[config.mk]
export PLATFORM = sky130hd
export DESIGN_NAME = au_cascade_sched
export DESIGN_NICKNAME = d
export VERILOG_FILES = /design/src/rtl/au_cascade_sched.sv
export SDC_FILE = /design/constraint.sdc
export NUM_CORES = 1
export LEC_CHECK = 0
export CAP_MARGIN = 20
export CORE_UTILIZATION = 45
export CTS_CLUSTER_DIAMETER = 50
export DETAILED_ROUTE_END_ITERATION = 16
export GPL_ROUTABILITY_DRIVEN = 1
export PLACE_DENSITY_LB_ADDON = 0.12
export SYNTH_ARGS = -nofsm -noshare
export SYNTH_HDL_FRONTEND = slang
export SYNTH_SLANG_ARGS = --single-unit
[constraint.sdc]
create_clock -name clk_i -period 2.5 [get_ports clk_i]
set_input_delay 0.375 -clock clk_i [delete_from_list [all_inputs] [get_ports clk_i]]
set_output_delay 0.375 -clock clk_i [all_outputs]
set_load 0.02 [all_outputs]
[src/rtl/au_cascade_sched.sv]
// rtl/au_cascade_sched.sv - time-multiplexes one filter-stage engine across the LPF cascade stages
// Each accepted sample walks the non-bypassed stages in ascending order, then leaves on a valid/ready port.
module au_cascade_sched #(
    parameter int NumStages     = 4,
    parameter int DataWidth     = 16,
    parameter int CntWidth      = 16,
    parameter int StageIdxWidth = (NumStages > 1) ? $clog2(NumStages) : 1
) (
    input  logic                     clk_i,
    input  logic                     rst_ni,
    input  logic                     cfg_en_i,
    input  logic [NumStages-1:0]     cfg_bypass_i,
    input  logic                     cfg_clr_i,
    input  logic                     in_valid_i,
    input  logic [DataWidth-1:0]     in_data_i,
    output logic                     eng_req_o,
    output logic [StageIdxWidth-1:0] eng_stage_o,
    output logic [DataWidth-1:0]     eng_data_o,
    input  logic                     eng_gnt_i,
    input  logic                     eng_rvalid_i,
    input  logic [DataWidth-1:0]     eng_rdata_i,
    output logic                     out_valid_o,
    output logic [DataWidth-1:0]     out_data_o,
    input  logic                     out_ready_i,
    output logic                     busy_o,
    output logic [CntWidth-1:0]      sample_cnt_o,
    output logic [CntWidth-1:0]      overrun_cnt_o
);

    typedef enum logic [1:0] {
        IDLE  = 2'd0,
        ISSUE = 2'd1,
        WAIT  = 2'd2,
        OUT   = 2'd3
    } state_e;

    state_e                   state_q, state_d;
    logic [DataWidth-1:0]     acc_q, acc_d;
    logic [StageIdxWidth-1:0] idx_q, idx_d;
    logic [NumStages-1:0]     mask_q, mask_d;
    logic [CntWidth-1:0]      sample_cnt_q, sample_cnt_d;
    logic [CntWidth-1:0]      overrun_cnt_q, overrun_cnt_d;

    logic                     strobe;
    logic                     accept;
    logic                     overrun;
    logic                     out_hs;
    logic                     first_found;
    logic [StageIdxWidth-1:0] first_idx;
    logic                     next_found;
    logic [StageIdxWidth-1:0] next_idx;

    assign strobe  = in_valid_i & cfg_en_i;
    assign accept  = strobe & (state_q == IDLE);
    assign overrun = strobe & (state_q != IDLE);
    assign out_hs  = (state_q == OUT) & out_ready_i;

    // First stage comes from the live bypass config, later ones from the mask latched at accept.
    always_comb begin
        first_found = 1'b0;
        first_idx   = '0;
        for (int s = NumStages - 1; s >= 0; s--) begin
            if (!cfg_bypass_i[s]) begin
                first_found = 1'b1;
                first_idx   = StageIdxWidth'(s);
            end
        end
    end

    always_comb begin
        next_found = 1'b0;
        next_idx   = '0;
        for (int s = NumStages - 1; s >= 0; s--) begin
            if (!mask_q[s] && (s > int'(idx_q))) begin
                next_found = 1'b1;
                next_idx   = StageIdxWidth'(s);
            end
        end
    end

    always_ff @(posedge clk_i or negedge rst_ni) begin
        if (!rst_ni) begin
            state_q       <= IDLE;
            acc_q         <= '0;
            idx_q         <= '0;
            mask_q        <= '0;
            sample_cnt_q  <= '0;
            overrun_cnt_q <= '0;
        end else begin
            state_q       <= state_d;
            acc_q         <= acc_d;
            idx_q         <= idx_d;
            mask_q        <= mask_d;
            sample_cnt_q  <= sample_cnt_d;
            overrun_cnt_q <= overrun_cnt_d;
        end
    end

    always_comb begin
        state_d = state_q;
        acc_d   = acc_q;
        idx_d   = idx_q;
        mask_d  = mask_q;
        unique case (state_q)
            IDLE: begin
                if (accept) begin
                    acc_d   = in_data_i;
                    mask_d  = cfg_bypass_i;
                    idx_d   = first_idx;
                    state_d = first_found ? ISSUE : OUT;
                end
            end
            ISSUE: begin
                if (eng_gnt_i) begin
                    state_d = WAIT;
                end
            end
            WAIT: begin
                if (eng_rvalid_i) begin
                    acc_d = eng_rdata_i;
                    if (next_found) begin
                        idx_d   = next_idx;
                        state_d = ISSUE;
                    end else begin
                        state_d = OUT;
                    end
                end
            end
            OUT: begin
                if (out_ready_i) begin
                    state_d = IDLE;
                end
            end
            default: state_d = IDLE;
        endcase
    end

    // Clear wins over a same-cycle increment; the overrun count sticks at all-ones.
    always_comb begin
        sample_cnt_d  = sample_cnt_q + {{(CntWidth-1){1'b0}}, out_hs};
        overrun_cnt_d = overrun_cnt_q;
        if (overrun && !(&overrun_cnt_q)) begin
            overrun_cnt_d = overrun_cnt_q + {{(CntWidth-1){1'b0}}, 1'b1};
        end
        if (cfg_clr_i) begin
            sample_cnt_d  = '0;
            overrun_cnt_d = '0;
        end
    end

    always_comb begin
        eng_req_o     = 1'b0;
        eng_stage_o   = '0;
        eng_data_o    = '0;
        out_valid_o   = 1'b0;
        out_data_o    = '0;
        busy_o        = (state_q != IDLE);
        sample_cnt_o  = sample_cnt_q;
        overrun_cnt_o = overrun_cnt_q;
        unique case (state_q)
            ISSUE: begin
                eng_req_o   = 1'b1;
                eng_stage_o = idx_q;
                eng_data_o  = acc_q;
            end
            OUT: begin
                out_valid_o = 1'b1;
                out_data_o  = acc_q;
            end
            default: begin
            end
        endcase
    end

endmodule

Word level (Yosys, flattened, before mapping)
Cells that the tools add are included.

Input bits: 44. Output and inout port bits: 69. Word-level logic and storage cells: 76. Register bits: 56.

Multiplexer cells: 36. Magnitude comparators: 3. Reduce and logical (&&, ||, !) cells: 17. Equal/unequal tests: 8. Bitwise operators: 4. Add/subtract/negate cells: 2.

Operators by type and width (number): 16-bit two-way mux (7); 2-bit two-way mux (17); 16-bit case mux with 2 select lines (1); 16-bit by 1-bit adder with 16-bit output (1); 16-bit by 1-bit adder with 16-bit output, second input constant (1); 16-bit AND reduction (1); 2-bit inequality test, second input constant (5); 1-bit two-way mux (9); 2-bit case mux with 4 select lines (1); 4-bit AND reduction (2); 2-bit nonzero test (3); 1-bit bitwise AND (4); 2-bit == test, second input constant (2); 2-bit greater-than comparator, first input constant (2); 1-bit logical AND (4); 1-bit zero test (4); 2-bit case mux with 2 select lines (1); 3-bit AND reduction (1); 2-bit by 1-bit == test with 1-bit output, second input constant (1); 1-bit by 2-bit greater-than comparator with 1-bit output, first input constant (1); 2-bit zero test (1); 2-bit AND reduction (1).

Logic depth before layout (Yosys ltp)
Depth in word-level cells: 8. Gate-level depth with buffers: 7. Gate-level depth less buffers: 5.

Worst setup path after synthesis
OpenSTA, ideal clock, no wires.

Path kind: flip-flop to flip-flop. From: register state_q[1]. To: register sample_cnt_q[13], in the netlist sample_cnt_o[13]. Path buffers: 2. Arrival time: 1.813 ns. Stages on the path, launching flop included: 8. Period minus slack after synthesis: 1.941 ns. Data required time: 2.373 ns. Slack: 0.559 ns. Cell sequence: dfrtp_1 > buf_2 > clkbuf_1 > and3_1 > ha_1 > and4_1 > nand3_1 > mux2_1.

Cells in the longest elaborated chain, start to end: 4.

RTL lines: start, declared (RTL line 37) `state_e state_q, state_d;`; start signal, assigned (RTL line 90) `state_q <= state_d;`; 2-bit == test (RTL line 56) `assign out_hs = (state_q == OUT) & out_ready_i;`; 1-bit bitwise AND (RTL line 56); 16-bit by 1-bit adder with 16-bit output (RTL line 140) `sample_cnt_d = sample_cnt_q + {{(CntWidth-1){1'b0}}, out_hs};`; 16-bit two-way mux (RTL line 145) `if (cfg_clr_i) begin`; via sample_cnt_d[13] (RTL line 41) `logic [CntWidth-1:0] sample_cnt_q, sample_cnt_d;`; end signal, assigned (RTL line 94) `sample_cnt_q <= sample_cnt_d;`; end, declared (RTL line 41).

The timed path passes the listed nets, and every way through them passes these cells. A chain may end at the register's enable or synchronous reset.

Final worst setup path
From: register state_q[1]. To: output eng_data_o[7].

Cells in the longest elaborated chain, start to end: 2.

RTL lines: 2-bit by 1-bit == test with 1-bit output (RTL line 160) `unique case (state_q)`; 16-bit two-way mux (RTL line 160); end, declared (RTL line 18) `output logic [DataWidth-1:0] eng_data_o,`.

No other way between the ends.

==> impl_table.tex <==
\begin{tabular}{lr}
\hline
Metric & Value \\
\hline
\multicolumn{2}{l}{\textbf{Synth}} \\
Post-synthesis instance area & 3199 µm² \\
Area share of the largest cell type after synthesis & 43.02\% \\
Number of warnings reported in the yosys synthesis log & 0 \\
Syn avg cell area & 8.862 µm² \\
Distinct cell type count of the synthesized netlist & 48 \\
Most used flip-flop cell after synthesis & sky130\_fd\_sc\_hd\_\_dfrtp\_1 \\
Main combinational cell family by area after synthesis & simple AND/OR/NAND/NOR gates \\
Post-synth EDFFs & 0 \\
Post-synthesis sequential area ratio & 43.02\% \\
Top-count cell post-synth & sky130\_fd\_sc\_hd\_\_dfrtp\_1 \\
Share of async-settable or async-resettable flops after synthesis & 100.0\% \\
Share of synthesized area spent on multiplexers & 5.241\% \\
Number of nets in the synthesized netlist & 408 \\
Cells after Synth & 361 \\
Adder-cell share of the synthesized area & 1.173\% \\
Most used standard cells in the synthesized netlist & 55 x sky130\_fd\_sc\_hd\_\_dfrtp\_1, 46 x sky130\_fd\_sc\_hd\_\_nand2\_1, 46 x sky130\_fd\_sc\_hd\_\_nor2\_1 \\
Yosys reg bits & 55 \\
Compound-cell area share of the yosys netlist & 12.51\% \\
Top area cells in the synthesized netlist & sky130\_fd\_sc\_hd\_\_dfrtp\_1 43\%, sky130\_fd\_sc\_hd\_\_nand2\_1 5.4\%, sky130\_fd\_sc\_hd\_\_nor2\_1 5.4\% \\
Fraction of the mapped netlist area in simple logic gates & 31.64\% \\
Library cell occupying the most area in the post-synthesis netlist & sky130\_fd\_sc\_hd\_\_dfrtp\_1 \\
Synthesized-area fraction occupied by xor and xnor cells & 3.011\% \\
\multicolumn{2}{l}{\textbf{Route}} \\
Total number of vias & 3088 \\
Number of nets with antenna violations after routing & 0 \\
Count of routing violations after the opening detailed-route iteration & 126 \\
Detailed-router iteration count before antenna repair & 4 \\
Total wirelength of the detailed-routed design & 8.045 mm \\
Final routed wire length divided by cell count & 14.09 µm \\
Residual DRC count & 0 \\
Vias/cell & 5.408 \\
\multicolumn{2}{l}{\textbf{Outcome}} \\
Outcome & complete, no violations \\
\multicolumn{2}{l}{\textbf{Clock network}} \\
Clock sinks & 55 \\
Number of buffers inserted during clock tree synthesis & 5 \\
Clk root buf & sky130\_fd\_sc\_hd\_\_clkbuf\_8 \\
Depth of the CTS H-tree & 2 \\
Insertion delay of the later-clocked pin in the worst-skew pair & 0.31 ns \\
CTS tree & built \\
Maximum buffer depth of the clock tree & 2 \\
Clock-pin slew on the worst setup and hold paths & 0.11 ns \\
\multicolumn{2}{l}{\textbf{Floorplan}} \\
Starting utilization of the core area & 46.83\% \\
\# IOs & 113 \\
Die Height & 86.32 µm \\
Width of the die & 86.32 µm \\
Number of placement rows & 30 \\
DIE AREA & 7451 µm² \\
Floorplan core area & 6832 µm² \\
\multicolumn{2}{l}{\textbf{Timing}} \\
Count of endpoints failing hold in the final timing report & 0 \\
Achievable Freq & 442.1 MHz \\
Setup repair after global routing missed its margin & no \\
Worst rel slew slack & 71.66\% \\
Min Clock Period, post-route & 2.262 ns \\
Portion of the clock cycle consumed by the worst path in the final layout & 90.48\% \\
Accumulated negative setup slack & 0 ns \\
Worst clock skew & 0.009094 ns \\
Count of final max-slew check failures & 0 \\
Total setup violations reported at the end of the flow & 0 \\
Slew at the pin closest to its max-slew limit & 0.4251 ns \\
\multicolumn{2}{l}{\textbf{Worst setup path}} \\
Slowest cell on the critical path & sky130\_fd\_sc\_hd\_\_clkdlybuf4s50\_1 \\
Top Family by Delay on Critical Path & buffers and inverters \\
Critical path type & reg2out \\
Worst reg2reg startpoint & state\_q[1]\$\_DFFE\_PN0P\_ \\
Largest fanout on the critical path & 15 \\
CP required & 2.12 ns \\
Start point of the critical path & state\_q[1]\$\_DFFE\_PN0P\_ \\
Sort of element at the end of the critical path & output pin \\
Largest stage delay on the critical path & 0.61 ns \\
Arr. time, crit path & 1.89 ns \\
Buf/Inv on CP & 2 \\
Category of the worst setup path launch point & flip-flop \\
Cell Chain, Critical Path & nor2b\_1 > buf\_4 > and2\_1 > clkdlybuf4s50\_1 \\
\multicolumn{2}{l}{\textbf{Place}} \\
HPWL Detailed & 5.823 mm \\
Number of buffer cells added on primary ports & 112 \\
RePlAce Congestion & 0.8701 \\
Number of cells in the design after placement & 563 \\
\multicolumn{2}{l}{\textbf{Job}} \\
MaxCap Viol Count & 0 \\
\multicolumn{2}{l}{\textbf{Global route}} \\
Total global routing overflow & 0 \\
Antenna violations before repair & 0 \\
All-Layer GR Usage & 22.28\% \\
Maximum number of pins on one net before global-route repair & 45 \\
Via count of the first global-routing pass & 2927 \\
First-pass GRT wire length & 13.28 mm \\
\multicolumn{2}{l}{\textbf{Pwr}} \\
Leakage dissipation & 1.927 nW \\
Total power density per cell area & 752.3 nW/µm² \\
Largest vdd supply drop & 524.4 µV \\
\multicolumn{2}{l}{\textbf{Finish}} \\
Share of final-layout standard cells stronger than drive strength 1 & 8.211\% \\
Fillcell total & 569 \\
Area growth from synthesis to layout & 42.00\% \\
Number of diodes added for antenna fixing & 0 \\
Final instance count without filler cells & 571 \\
Fin nets & 522 \\
\multicolumn{2}{l}{\textbf{Hold path}} \\
Type of the tightest min-delay check & in2async \\
\hline
\end{tabular}
==> where the power goes <==
group	switching (mW)	total [mW]	internal [mW]
clock network	0.300	0.498	0.198
logic	0.870	1.67	0.798
registers	0.171	1.25	1.08
==> per-stage QoR <==
stage / area [µm²] / setup WS [ns] / hold WS, ns / power [mW] / utilization, %
3_5_place_dp: 4447 / 0.3849 / 0.1902 / 2.943 / 65.09
3_3_place_gp: 4447 / 0.4073 / 0.1916 / 2.914 / 65.09
2_1_floorplan: 3199 / 0.5595 / 0.07941 / 2.211 / -
5_1_grt: 4543 / 0.1243 / 0.3846 / 3.651 / 66.50
6_report: 4543 / 0.2379 / 0.3889 / 3.418 / 66.50
4_1_cts: 4543 / 0.2032 / 0.3923 / 3.452 / 66.50
==> repair_timing <==
action / in CTS / in global routing
gates resized for setup: 0 / 0
hold buffers: 1 / 0
setup buffers: 0 / 0
endpoints found under the hold margin: 3 / 0
endpoints found under the setup margin: 0 / 0
==> worst reg2reg max path: stages (launching register included) <==
cell                      delay (ns)
sky130_fd_sc_hd__dfrtp_1        0.38
sky130_fd_sc_hd__buf_4          0.19
sky130_fd_sc_hd__and3_1         0.20
sky130_fd_sc_hd__ha_1           0.24
sky130_fd_sc_hd__and4_1         0.29
sky130_fd_sc_hd__nand3_1        0.10
sky130_fd_sc_hd__mux2_1         0.31
==> sequential cells by signal, indices dropped and copies added (netlist names) <==
register and cells:
acc_q 16, idx_q 2, overrun_cnt_o 16, sample_cnt_o 16, mask_q 3, state_q 2
==> final timing paths <==
path                                                 end  slack, ns  cells after the start
hold reg to reg                    mask_q[2]$_DFFE_PN0P_       0.56                      1
min in group clk_i                 mask_q[2]$_DFFE_PN0P_       0.56                      1
setup reg to reg              sample_cnt_o[13]$_DFF_PN0_       0.67                      6
max in group asynchronous  overrun_cnt_o[14]$_DFFE_PN0P_       1.52                      3
hold / removal                sample_cnt_o[14]$_DFF_PN0_       0.39                      2
setup / recovery                           eng_data_o[7]       0.24                      4
==> routing by layer <==
metal	track usage (%)	up-vias	wire length, µm
met5	0	-	0
met4	4.697	0	47
met3	5.619	7	550
met2	38.67	98	3973
met1	28.12	1490	3473
li1	-	1493	-
==> final cells by class <==
type | count | area [µm²] | area share (%)
multi-input combinational | 281 | 1714 | 37.73
inverter | 6 | 22.52 | 0.4957
tap | 96 | 120.1 | 2.644
clock buffer | 5 | 68.82 | 1.515
sequential | 55 | 1376 | 30.29
timing repair buffer | 126 | 1224 | 26.93
clock inverter | 2 | 17.52 | 0.3856
==> layout by cell type (no fill, tap or decap), drive strengths merged, types with 3 or more instances in the layout <==
cell / instances
and3: 22
and4: 3
xor2: 9
and2: 21
o31ai: 8
nand2b: 4
or4: 7
clkdlybuf4s50: 111
nor2: 46
mux2: 14
nand3: 13
nand4: 10
clkbuf: 5
ha: 3
a31oi: 18
nor4: 3
nand2: 46
inv: 7
nor2b: 12
o21ai: 3
a21oi: 17
buf: 14
dfrtp: 55
==> cell families after synthesis <==
kind of cell,count (synthesis)
buffers and inverters,25
adder cells (fa/ha/maj),3
XOR/XNOR,11
AND/OR/NAND/NOR,192
AO/OA/AOI/OAI,60
multiplexers,15
flip-flops,55
No activity file was read; power rests on OpenSTA's default activity.
